File: src/rtl/iir_biquad_mac_sequencer.sv
// Direct-form-I biquad sequencer that shares one external 4x4 signed multiplier across five taps.
// Optional macro IIR_SAT_EN: saturating output quantisation with sticky ovf (otherwise wrap, ovf=0).
module iir_biquad_mac_sequencer #(
    parameter logic signed [3:0] B0    = 4'sd4,
    parameter logic signed [3:0] B1    = 4'sd2,
    parameter logic signed [3:0] B2    = 4'sd1,
    parameter logic signed [3:0] A1    = 4'sd0,
    parameter logic signed [3:0] A2    = 4'sd0,
    parameter int unsigned       SHIFT = 32'd2,
    parameter int unsigned       ACC_W = 32'd12
) (
    input  logic       clk,
    input  logic       rst_n,
    input  logic       flush,
    input  logic       in_valid,
    output logic       in_ready,
    input  logic [3:0] in_data,
    output logic [3:0] mul_a,
    output logic [3:0] mul_b,
    input  logic [7:0] mul_p,
    output logic       out_valid,
    input  logic       out_ready,
    output logic [3:0] out_data,
    output logic       ovf
);

    localparam logic [1:0] ST_IDLE = 2'd0;
    localparam logic [1:0] ST_MAC  = 2'd1;
    localparam logic [1:0] ST_OUT  = 2'd2;

    logic [1:0]              state_r;
    logic [2:0]              tap_r;
    logic signed [3:0]       x0_r, x1_r, x2_r, y1_r, y2_r;
    logic signed [ACC_W-1:0] acc_r;
    logic                    in_ready_r;
    logic                    out_valid_r;
    logic [3:0]              out_data_r;
    logic                    ovf_r;

    logic [3:0]              mul_a_s, mul_b_s;
    logic signed [ACC_W-1:0] prod_ext_s;
    logic signed [ACC_W-1:0] acc_next_s;
    logic signed [ACC_W-1:0] shifted_s;
    logic [3:0]              q_data_s;
    logic                    clamp_s;

    // Operand selection for the shared multiplier; idle operands are zero.
    always_comb begin
        mul_a_s = 4'h0;
        mul_b_s = 4'h0;
        if (state_r == ST_MAC) begin
            case (tap_r)
                3'd0:    begin mul_a_s = B0; mul_b_s = x0_r; end
                3'd1:    begin mul_a_s = B1; mul_b_s = x1_r; end
                3'd2:    begin mul_a_s = B2; mul_b_s = x2_r; end
                3'd3:    begin mul_a_s = A1; mul_b_s = y1_r; end
                3'd4:    begin mul_a_s = A2; mul_b_s = y2_r; end
                default: begin mul_a_s = 4'h0; mul_b_s = 4'h0; end
            endcase
        end else begin
            mul_a_s = 4'h0;
            mul_b_s = 4'h0;
        end
    end

    assign prod_ext_s = {{(ACC_W-8){mul_p[7]}}, mul_p};

    // Feed-forward taps accumulate, feedback taps subtract.
    always_comb begin
        acc_next_s = acc_r;
        if (tap_r < 3'd3) begin
            acc_next_s = acc_r + prod_ext_s;
        end else begin
            acc_next_s = acc_r - prod_ext_s;
        end
    end

    assign shifted_s = acc_next_s >>> SHIFT;

`ifdef IIR_SAT_EN
    localparam logic signed [ACC_W-1:0] SAT_MAX = {{(ACC_W-3){1'b0}}, 3'b111};
    localparam logic signed [ACC_W-1:0] SAT_MIN = {{(ACC_W-3){1'b1}}, 3'b000};

    // Clamp the shifted accumulator to the 4-bit signed range.
    always_comb begin
        q_data_s = shifted_s[3:0];
        clamp_s  = 1'b0;
        if (shifted_s > SAT_MAX) begin
            q_data_s = 4'h7;
            clamp_s  = 1'b1;
        end else if (shifted_s < SAT_MIN) begin
            q_data_s = 4'h8;
            clamp_s  = 1'b1;
        end else begin
            q_data_s = shifted_s[3:0];
            clamp_s  = 1'b0;
        end
    end
`else
    logic quant_unused_s;
    assign quant_unused_s = ^shifted_s[ACC_W-1:4];

    // Two's-complement wrap: keep the low nibble, never flag overflow.
    always_comb begin
        q_data_s = shifted_s[3:0];
        clamp_s  = 1'b0;
    end
`endif

    // Sequencer FSM, delay line and registered outputs.
    always_ff @(posedge clk) begin
        if (!rst_n) begin
            state_r     <= ST_IDLE;
            tap_r       <= 3'd0;
            x0_r        <= 4'sd0;
            x1_r        <= 4'sd0;
            x2_r        <= 4'sd0;
            y1_r        <= 4'sd0;
            y2_r        <= 4'sd0;
            acc_r       <= '0;
            in_ready_r  <= 1'b0;
            out_valid_r <= 1'b0;
            out_data_r  <= 4'h0;
            ovf_r       <= 1'b0;
        end else if (flush) begin
            state_r     <= ST_IDLE;
            tap_r       <= 3'd0;
            x1_r        <= 4'sd0;
            x2_r        <= 4'sd0;
            y1_r        <= 4'sd0;
            y2_r        <= 4'sd0;
            acc_r       <= '0;
            in_ready_r  <= 1'b1;
            out_valid_r <= 1'b0;
        end else begin
            case (state_r)
                ST_IDLE: begin
                    if (in_valid && in_ready_r) begin
                        x0_r       <= in_data;
                        acc_r      <= '0;
                        tap_r      <= 3'd0;
                        in_ready_r <= 1'b0;
                        state_r    <= ST_MAC;
                    end else begin
                        in_ready_r <= 1'b1;
                    end
                end
                ST_MAC: begin
                    acc_r <= acc_next_s;
                    if (tap_r == 3'd4) begin
                        out_data_r  <= q_data_s;
                        out_valid_r <= 1'b1;
                        ovf_r       <= ovf_r | clamp_s;
                        tap_r       <= 3'd0;
                        state_r     <= ST_OUT;
                    end else begin
                        tap_r <= tap_r + 3'd1;
                    end
                end
                ST_OUT: begin
                    if (out_ready) begin
                        x2_r        <= x1_r;
                        x1_r        <= x0_r;
                        y2_r        <= y1_r;
                        y1_r        <= out_data_r;
                        out_valid_r <= 1'b0;
                        in_ready_r  <= 1'b1;
                        state_r     <= ST_IDLE;
                    end else begin
                        out_valid_r <= 1'b1;
                    end
                end
                default: begin
                    state_r    <= ST_IDLE;
                    tap_r      <= 3'd0;
                    in_ready_r <= 1'b1;
                end
            endcase
        end
    end

    assign in_ready  = in_ready_r;
    assign out_valid = out_valid_r;
    assign out_data  = out_data_r;
    assign ovf       = ovf_r;
    assign mul_a     = mul_a_s;
    assign mul_b     = mul_b_s;

endmodule

File: config.mk
export PLATFORM = sky130hd
export DESIGN_NAME = iir_biquad_mac_sequencer
export DESIGN_NICKNAME = d
export VERILOG_FILES = /design/src/rtl/iir_biquad_mac_sequencer.sv
export SDC_FILE = /design/constraint.sdc
export NUM_CORES = 1
export LEC_CHECK = 0
export CAP_MARGIN = 20
export CORE_ASPECT_RATIO = 1.75
export CORE_MARGIN = 2
export CORE_UTILIZATION = 47
export CTS_CLUSTER_DIAMETER = 120
export DETAILED_ROUTE_END_ITERATION = 6
export GPL_TIMING_DRIVEN = 0
export PLACE_DENSITY = 0.78
export SYNTH_ARGS = -nofsm -noshare
export SYNTH_HDL_FRONTEND = slang
export SYNTH_SLANG_ARGS = --single-unit
File: constraint.sdc
create_clock -name clk -period 3.8 [get_ports clk]
set_clock_uncertainty 0.15 [all_clocks]
set_input_delay 0.57 -clock clk [delete_from_list [all_inputs] [get_ports clk]]
set_output_delay 0.57 -clock clk [all_outputs]
set_load 0.05 [all_outputs]
==> out/summary.txt <==
outcome = complete, no violations
cts repair resizes = 0
fillers = 369
endpoints failing setup = 0
IO Port Bufs = 27
core area = 3900 sq um
DRC errors left = 0
Detailed Route WL = 4.44 mm
Leak Pwr = 0.000879 uW
CTS tree = done
endpoint of the worst hold path = out_valid
drt first-iter violations = 77
cell row count = 30
Clock Sinks = 37
Worst Path Arrival = 2.75 ns
GRT overflow = 0
first-pass GRT wire length = 7.47 mm
asr flop ratio synth = 0%
IO Count = 32
top post-synthesis cells by count = dfxtp_1 (37), nand2_1 (35), a21oi_1 (29)
hpwl dp = 3.29 mm
CP Launch Type = flop
clock buffer depth = 2
Hold Crit Start = out_valid
maxcap violations = 0
antenna violations before repair = 0
post-DR vias/cell = 5.46
reg2reg end = acc_r[5]
Pre-Repair DR Iteration Count = 6
clock buffer count from CTS = 5
die width = 52.5 um
Skew-Pair Late Insertion Delay = 0.30 ns
non-filler cells, final = 322
fin. max-slew vios = 0
YS warnings = 0
top_reg_cell synth = dfxtp_1
vias in the first global route = 1686
power after layout = 840 uW
Slew HR = 66.5%
post-synth top area cell = dfxtp_1
CTS Hold Bufs = 0
#FFs+latches synth = 37
most frequent cell after synthesis = dfxtp_1
Final ANT Viol Nets = 0
post-route design area = 2380 sq um
Min-Delay Path Class = reg -> reg
dpl cell area = 2270 sq um
number of synthesized flops with an enable pin = 0
worst vdd ir = 0.302 mV
Hold Vio Cnt, Final = 0
Layout area overhead = 23.2%
Pwr per Cell Area = 352 nW/um^2
initial cell density of the core = 49.6%
WP data required = 3.08 ns
Seq/Total Area, Yosys = 38.3%
Worst Hold Depth = 2
pin count of the biggest net entering global routing = 14
DIE HEIGHT = 88.9 um
antenna cells = 0
Worst Path Max Fanout = 10
worst-margin pin slew = 0.501 ns
top cells by area, synth = dfxtp_1 (38%), a21oi_1 (7.5%), ha_1 (7.1%)
worst setup path class = reg -> out
vias after detailed routing = 1759
GRT Overall Usage = 21.8%
reg-to-reg slack, setup = 1.12 ns
RSZ-0062 raised after global routing = no
worst r2r path cells = 9
Mapped Avg Cell Area = 8.13 sq um
setup tns final = 0 ns
# nets final = 302
Post-Syn Instances = 238
die area = 4670 sq um
GP Congestion = 0.815
Tmin final = 3.47 ns
Clock transition at path regs = 0.08 ns
layout cells sized above 1 = 8.76%
root buf cell = clkbuf_8
post-CTS setup buffers = 0
top-area cell type share of the netlist area = 38.3%
Tcrit/Tclk final = 91.2%
post-synth cell types = 43
Fmax = 0.288 GHz
Critical Path End Type = output port
CTS H-tree depth = 2
worst r2r src = tap_r[0]
placed cells = 314
Netlist Area Pre-Place = 1940 sq um
WL/cell = 13.8 um
[through the flow]
step / utilization (%) / setup WS, ns / hold WS, ns
6_report: 61.1 / 0.333 / 0.305
4_1_cts: 61.1 / 0.361 / 0.308
3_5_place_dp: 58.1 / 0.425 / 0.297
5_1_grt: 61.1 / 0.189 / 0.324
3_3_place_gp: 58.1 / 0.471 / 0.294
2_1_floorplan: - / 1.18 / 0.286
[worst max-delay path, stage by stage (launching register included)]
cell and delay, ns:
dfxtp_1 0.43, inv_1 0.10, ha_1 0.28, clkbuf_1 0.26, a222oi_1 0.32, o21ai_0 0.13
a21oi_1 0.16, nor2_1 0.05, clkdlybuf4s50_1 0.71
[flip-flops by register name, summed over array words and instances, names as in the netlist]
signal	flops
y2_r	4
acc_r	6
state_r	2
out_data	4
y1_r	4
in_ready	1
x1_r	4
out_valid	1
x0_r	4
x2_r	4
tap_r	3
[worst max path at each step]
| stage | slack [ns] | cells past startpoint | to | from |
|---|---|---|---|---|
| 5_1_grt | 0.19 | 8 | mul_b[2] | tap_r[0] |
| 6_report | 0.33 | 8 | mul_b[2] | tap_r[0] |
| 2_1_floorplan | 1.18 | 10 | acc_r[5] | mul_p[0] |
| 4_1_cts | 0.36 | 8 | mul_b[2] | tap_r[0] |
| 3_3_place_gp | 0.47 | 11 | acc_r[5] | mul_p[0] |
| 3_5_place_dp | 0.42 | 11 | acc_r[5] | mul_p[0] |
[layout make-up]
cell class,instances,area [sq um],area share (%)
multi-input cells,180,1100,46.2
flip-flops and latches,37,741,31.1
repair buffers,27,270,11.3
clock buffers,5,68.8,2.89
plain buffers,13,63.8,2.68
well taps,48,60.1,2.52
clock inverters,3,46.3,1.94
inverters,9,33.8,1.42
[layout by cell type, fill, tap and decap left out, drive strengths merged, types with 3 or more instances in the layout]
cell and instances:
nor3 3, a222oi 4, nor2 28, and3 4
clkdlybuf4s50 27, mux2i 6, a21oi 30, nand2 35
nand3 5, nor2b 10, inv 9, dfxtp 37
a22oi 3, o21ai 8, nand2b 4, buf 9
ha 11, xnor2 5, or2 3, clkbuf 9
[power breakdown]
| part | internal [uW] | total [uW] | switching, uW |
|---|---|---|---|
| clock | 196 | 353 | 156 |
| combinational | 42.6 | 92.9 | 50.3 |
| sequential | 391 | 394 | 3.35 |
| total | 630 | 840 | 210 |
[routing by layer]
metal	GRT usage (%)	share of wire, %	wire [um]	vias up
li1	-	-	-	884
met1	23.8	39	1710	806
met2	38.5	53	2370	53
met3	4.68	4.1	180	16
met4	11.2	3.9	175	0
met5	0	0	0	-
[logic make-up (layout without fill, tap and decap cells)]
| logic type | Yosys count | in the layout | share of synthesized area, % |
|---|---|---|---|
| other | 1 | 2 | 0.194 |
| flip-flops | 37 | 37 | 38.3 |
| buffers and inverters | 22 | 57 | 5.04 |
| AND/OR/NAND/NOR | 96 | 96 | 23.7 |
| XOR/XNOR | 7 | 7 | 3.17 |
| multiplexers | 7 | 7 | 3.68 |
| AO/OA/AOI/OAI | 56 | 56 | 17.8 |
| adder cells (fa/ha/maj) | 12 | 12 | 8.14 |
No activity file was read; power rests on OpenSTA's default activity.
